### config.mk
export PLATFORM = sky130hd
export DESIGN_NAME = cpu_fetch_unit
export DESIGN_NICKNAME = d
export VERILOG_FILES = /design/src/rtl/cpu_fetch_unit.sv
export SDC_FILE = /design/constraint.sdc
export NUM_CORES = 1
export LEC_CHECK = 0
export ABC_AREA = 0
export BUFFER_PORTS_ARGS = -buffer_cell sky130_fd_sc_hd__buf_2
export CORE_MARGIN = 3
export CORE_UTILIZATION = 55
export CTS_CLUSTER_DIAMETER = 200
export DETAILED_ROUTE_END_ITERATION = 12
export HOLD_SLACK_MARGIN = 0.08
export PLACE_DENSITY = 0.77
export SLEW_MARGIN = 5
export SYNTH_ARGS = -nofsm -noshare
export SYNTH_HDL_FRONTEND = slang
export SYNTH_SLANG_ARGS = --single-unit
### constraint.sdc
create_clock -name i_clk -period 4.15 [get_ports i_clk]
set_clock_uncertainty 0.1 [all_clocks]
set_input_delay 0.6225 -clock i_clk [delete_from_list [all_inputs] [get_ports i_clk]]
set_output_delay 0.6225 -clock i_clk [all_outputs]
set_load 0.01 [all_outputs]
### src/rtl/cpu_fetch_unit.sv
// Instruction fetch unit: tracks outstanding instruction-memory reads, buffers
// returned words in a prefetch queue for decode, and squashes wrong-path fetches on redirect.
module cpu_fetch_unit #(
    parameter int unsigned    PC_W     = 16,
    parameter int unsigned    INSTR_W  = 16,
    parameter int unsigned    PC_INC   = 2,
    parameter int unsigned    DEPTH    = 4,
    parameter logic [PC_W-1:0] RESET_PC = '0
) (
    input  logic               i_clk,
    input  logic               i_reset_n,
    input  logic               i_ex_jump_r,
    input  logic [PC_W-1:0]    i_ex_target,
    input  logic               i_dc_jump_i,
    input  logic [PC_W-1:0]    i_dc_target,
    output logic               o_mem_rd,
    output logic [PC_W-1:0]    o_mem_addr,
    input  logic               i_mem_ready,
    input  logic               i_mem_rdata_valid,
    input  logic [INSTR_W-1:0] i_mem_rdata,
    output logic               o_dc_valid,
    output logic [INSTR_W-1:0] o_dc_instr,
    output logic [PC_W-1:0]    o_dc_pc,
    input  logic               i_dc_stall,
    output logic               o_redirect
);

    localparam int unsigned PTR_W = $clog2(DEPTH);
    localparam int unsigned CNT_W = PTR_W + 1;
    localparam int unsigned OCC_W = CNT_W + 1;

    typedef struct packed {
        logic [PC_W-1:0]    pc;
        logic [INSTR_W-1:0] instr;
    } entry_t;

    entry_t             q_mem_q [DEPTH];
    logic [PC_W-1:0]    fetch_pc_q,    fetch_pc_d;
    logic [PC_W-1:0]    rsp_pc_q,      rsp_pc_d;
    logic [PTR_W-1:0]   head_q,        head_d;
    logic [PTR_W-1:0]   tail_q,        tail_d;
    logic [CNT_W-1:0]   count_q,       count_d;
    logic [CNT_W-1:0]   outstanding_q, outstanding_d;
    logic [CNT_W-1:0]   discard_q,     discard_d;

    logic               redirect;
    logic [PC_W-1:0]    tgt;
    logic [OCC_W-1:0]   occ;
    logic               cap;
    logic               accept;
    logic               rsp_dec;
    logic               drop;
    logic               push;
    logic               dc_valid;
    logic               pop;
    logic [CNT_W-1:0]   out_after_rsp;

    // Redirect selection and issue/queue handshakes
    always_comb begin
        redirect = i_ex_jump_r | i_dc_jump_i;
        tgt      = i_ex_jump_r ? i_ex_target : i_dc_target;
        // A redirect flushes the queue this cycle, so its entries no longer count against issue.
        occ      = (redirect ? OCC_W'(0) : OCC_W'(count_q)) + OCC_W'(outstanding_q);
        cap      = occ < OCC_W'(DEPTH);
        accept   = cap & i_mem_ready;
        rsp_dec  = i_mem_rdata_valid & (outstanding_q != '0);
        drop     = discard_q != '0;
        push     = i_mem_rdata_valid & ~drop & ~redirect;
        dc_valid = (count_q != '0) & ~redirect;
        pop      = dc_valid & ~i_dc_stall;
        out_after_rsp = outstanding_q - CNT_W'(rsp_dec);
    end

    // Externally visible outputs, forced quiet while reset is held
    always_comb begin
        o_mem_rd   = i_reset_n & cap;
        o_redirect = i_reset_n & redirect;
        o_dc_valid = i_reset_n & dc_valid;
        o_mem_addr = !i_reset_n ? RESET_PC : (redirect ? tgt : fetch_pc_q);
        o_dc_instr = q_mem_q[head_q].instr;
        o_dc_pc    = q_mem_q[head_q].pc;
    end

    // Next-state logic
    always_comb begin
        fetch_pc_d    = fetch_pc_q;
        rsp_pc_d      = rsp_pc_q;
        head_d        = head_q;
        tail_d        = tail_q;
        count_d       = count_q;
        outstanding_d = out_after_rsp + CNT_W'(accept);
        discard_d     = discard_q;

        if (redirect) begin
            fetch_pc_d = accept ? tgt + PC_W'(PC_INC) : tgt;
        end else if (accept) begin
            fetch_pc_d = fetch_pc_q + PC_W'(PC_INC);
        end

        if (redirect) begin
            // Every read still in flight before this cycle's issue belongs to the wrong path.
            discard_d = out_after_rsp;
            rsp_pc_d  = tgt;
            head_d    = '0;
            tail_d    = '0;
            count_d   = '0;
        end else begin
            if (i_mem_rdata_valid && drop) begin
                discard_d = discard_q - CNT_W'(1);
            end
            if (push) begin
                rsp_pc_d = rsp_pc_q + PC_W'(PC_INC);
                tail_d   = tail_q + PTR_W'(1);
            end
            if (pop) begin
                head_d = head_q + PTR_W'(1);
            end
            count_d = count_q + CNT_W'(push) - CNT_W'(pop);
        end
    end

    // State registers
    always_ff @(posedge i_clk) begin
        if (!i_reset_n) begin
            fetch_pc_q    <= RESET_PC;
            rsp_pc_q      <= RESET_PC;
            head_q        <= '0;
            tail_q        <= '0;
            count_q       <= '0;
            outstanding_q <= '0;
            discard_q     <= '0;
        end else begin
            fetch_pc_q    <= fetch_pc_d;
            rsp_pc_q      <= rsp_pc_d;
            head_q        <= head_d;
            tail_q        <= tail_d;
            count_q       <= count_d;
            outstanding_q <= outstanding_d;
            discard_q     <= discard_d;
        end
    end

    // Queue storage; contents are only meaningful while count_q covers them
    always_ff @(posedge i_clk) begin
        if (i_reset_n && push) begin
            q_mem_q[tail_q] <= '{pc: rsp_pc_q, instr: i_mem_rdata};
        end
    end

endmodule

==> out/results.txt <==
Unrepaired setup endpoints after global routing = no
Run status = finished, final reports clean
Power per Cell Area = 451 nW/um^2
Number of buffers on the longest clock path = 2
Post-placement worst setup slack = 0.858 ns
FP Rows = 42
Nets in the synthesized netlist = 652
Cell types occupying the most area after synthesis = sky130_fd_sc_hd__edfxtp_1, sky130_fd_sc_hd__dfxtp_1, sky130_fd_sc_hd__mux4_2
Global Route Usage Sum = 0.220
Prevailing post-synth register cell = sky130_fd_sc_hd__edfxtp_1
Final layout net count = 760
Core utilization of the finished layout = 0.677
Avg Synthesized Cell Area = 13.5 sq um
Number of antenna violations at the first check in global routing = 0
Vias per cell = 5.88
I/O pin cnt = 106
Die ar. = 15700 sq um
Share of async-settable or async-resettable flops after synthesis = 0
CP Data Required Time = 3.43 ns
Cell type contributing the most total cell area after synthesis = sky130_fd_sc_hd__edfxtp_1
Critical path origin = i_dc_jump_i
Hpwl dp = 11300 um
Post-route fraction of the period consumed by the critical path = 0.765
Port Buffer Count = 105
Antenna violation net count after detailed routing = 0
Post-synthesis to final-layout area growth = 17.5%
Via count of the first global-routing pass = 5287
Vias post-DR = 5136
Register-to-register path setup slack = 1.57 ns
Number of unique standard cell types used by synthesis = 50
Total setup buffers inserted after CTS = 0
First-pass GRT wire length = 27000 um
Clock edge transition at the registers on the reported setup and hold paths = 0.06 ns
Die outline width = 125 um
Number of DRC markers after the initial detailed-route iteration = 313
Total gr overflow = 0
Category of the most critical setup path = in -> out
Capturing element type of the critical path = output pin
Hold-fix buffers, CTS = 0
Crit path launch type = primary input
DRC violation count after routing = 0
Final Wtd Congestion = 0.841
TritonCTS clock tree = built
Count of pins over their slew limit = 0
Final cell area excluding filler cells = 9180 sq um
Count of flip-flops with a built-in enable after synthesis = 128
Yosys Warn Count = 0
Leakage power total = 3.37 nW
Total iterations of the first detailed-routing run = 5
Area of all sequential standard cells = 4770 sq um
Classification of the worst-slack hold path = in -> reg
Most common library cell in the layout ignoring fill and taps = sky130_fd_sc_hd__edfxtp_1
Core region area = 13600 sq um
Max-cap check violation count = 0
Gate count after technology mapping = 579
Average wire per standard cell = 19.1 um
Maximum net fanout on the critical path = 9
Worst reg2reg startpoint = count_q[2]
Part of the Yosys area used for sequential elements = 0.610
Normalized max-slew margin = 0.598
Register-to-Register Path Depth = 7
CTS Sinks = 174
Number of fill cells in the layout = 956
Flop and latch count out of synthesis = 174
Top cell type's share of synthesized area = 0.492
Achievable Freq = 0.315 GHz
Layout cells sized above 1 = 0.272
Height of the die = 125 um
Worst Setup EP = o_mem_rd
Placed cell area = 8530 sq um
CTS H-Tree Depth = 4
Initial standard-cell utilization of the core = 0.576
Root Buffer = sky130_fd_sc_hd__clkbuf_16
Commonest non-fill, non-tap cells in the layout = sky130_fd_sc_hd__edfxtp_1, sky130_fd_sc_hd__buf_2, sky130_fd_sc_hd__nor2_1
Post-synthesis instance area = 7810 sq um
Min setup slack post-route = 0.975 ns
Worst-case vdd ir drop = 0.000302 V
Number of buffers created by CTS = 17
Setup TNS = 0 ns
Number of cells upsized or downsized after cts = 0
Final Routed Wirelength = 16700 um
Destination of the worst register-to-register timing path = fetch_pc_q[12]
Largest net degree at the start of global routing = 41
Clock Latency Late Sink = 0.42 ns
Arrival @ worst endpoint = 2.45 ns
Final period demand of the worst path = 3.18 ns
Actual slew at the worst max-slew pin = 0.586 ns
Finish-stage setup viols = 0
Footprint of the multi-input gates = 2870 sq um
Final hold violation count = 0
Ant diodes = 0
## through the flow
stage          hold slack, ns  cells  power [mW]
6_report                0.325    874        4.14
5_1_grt                 0.300    874        4.29
4_1_cts                 0.302    874        4.17
3_5_place_dp            0.431    844        2.44
3_3_place_gp            0.412    844        2.42
2_1_floorplan           0.359    579        2.30
## layout make-up
type	instances	share of cell area
sequential	174	0.519
multi-input combinational	359	0.312
timing repair buffer	116	0.0662
clock buffer	18	0.0467
tap	176	0.0240
clock inverter	12	0.0239
inverter	19	0.00777
## report_power, final
group	internal (mW)	total (mW)	switching [mW]
sequential	1.93	1.99	0.0621
clock	1.12	1.73	0.612
combinational	0.177	0.413	0.236
## critical path, cell delays in order
cell and delay [ns]:
sky130_fd_sc_hd__buf_2 0.16, sky130_fd_sc_hd__nor2_2 0.30, sky130_fd_sc_hd__and2_1 0.18, sky130_fd_sc_hd__ha_1 0.27, sky130_fd_sc_hd__or4_2 0.63, sky130_fd_sc_hd__a21oi_1 0.14, sky130_fd_sc_hd__buf_2 0.15
## flip-flops by register name (all words and copies together), names as in the netlist, named ones only
| register | count |
|---|---|
| head_q | 2 |
| q_mem_q | 128 |
| tail_q | 2 |
| count_q | 3 |
| discard_q | 3 |
| outstanding_q | 3 |
| rsp_pc_q | 15 |
| fetch_pc_q | 16 |
## routing by layer
metal,wire [um],GRT usage,up-vias
li1,-,-,2399
met1,6890,0.277,2506
met2,8570,0.375,212
met3,923,0.0490,19
met4,337,0.0810,0
met5,0,0,-
## synth_stat cells, types with 2 or more instances
cell and n:
sky130_fd_sc_hd__nand3_1 20, sky130_fd_sc_hd__o31a_1 3, sky130_fd_sc_hd__nand2b_1 2, sky130_fd_sc_hd__edfxtp_1 128
sky130_fd_sc_hd__and3_1 7, sky130_fd_sc_hd__nand4b_1 4, sky130_fd_sc_hd__xnor2_1 25, sky130_fd_sc_hd__nor4_1 5
sky130_fd_sc_hd__a211oi_1 11, sky130_fd_sc_hd__xor2_1 16, sky130_fd_sc_hd__dfxtp_1 46, sky130_fd_sc_hd__buf_2 9
sky130_fd_sc_hd__a21oi_1 28, sky130_fd_sc_hd__and2_1 12, sky130_fd_sc_hd__mux2_2 8, sky130_fd_sc_hd__ha_1 17
sky130_fd_sc_hd__nand4_1 13, sky130_fd_sc_hd__or3_1 2, sky130_fd_sc_hd__o221ai_1 2, sky130_fd_sc_hd__o22ai_1 3
sky130_fd_sc_hd__buf_1 3, sky130_fd_sc_hd__nand2_1 35, sky130_fd_sc_hd__nor2_1 55, sky130_fd_sc_hd__and4_1 3
sky130_fd_sc_hd__mux2i_1 11, sky130_fd_sc_hd__nor3_1 8, sky130_fd_sc_hd__clkbuf_1 15, sky130_fd_sc_hd__mux4_2 32
sky130_fd_sc_hd__inv_1 19, sky130_fd_sc_hd__o21ai_0 17
## worst min path at each step
| stage | depth (start not counted) | from | endpoint |
|---|---|---|---|
| after floorplan | 0 | fetch_pc_q[0] | q_mem_q[0][16] |
| after global placement | 2 | head_q[1] | head_q[1] |
| after detailed placement | 0 | rsp_pc_q[15] | q_mem_q[2][31] |
| after CTS | 1 | i_mem_rdata[4] | q_mem_q[0][4] |
| after global routing | 1 | i_mem_rdata[13] | q_mem_q[0][13] |
| final | 1 | i_mem_rdata[13] | q_mem_q[0][13] |
## logic make-up (layout without fill, tap and decap cells)
logic type      count (synthesis)  in the layout  share of synthesized area
compound gates                 75             75                     0.0610
xor+xnor                       41             41                     0.0460
fa+ha+maj                      18             18                     0.0298
buf+inv                        46            165                     0.0235
flops                         174            174                      0.610
mux                            51             51                      0.118
simple gates                  174            174                      0.112
Power figures use the tool's default switching activity.
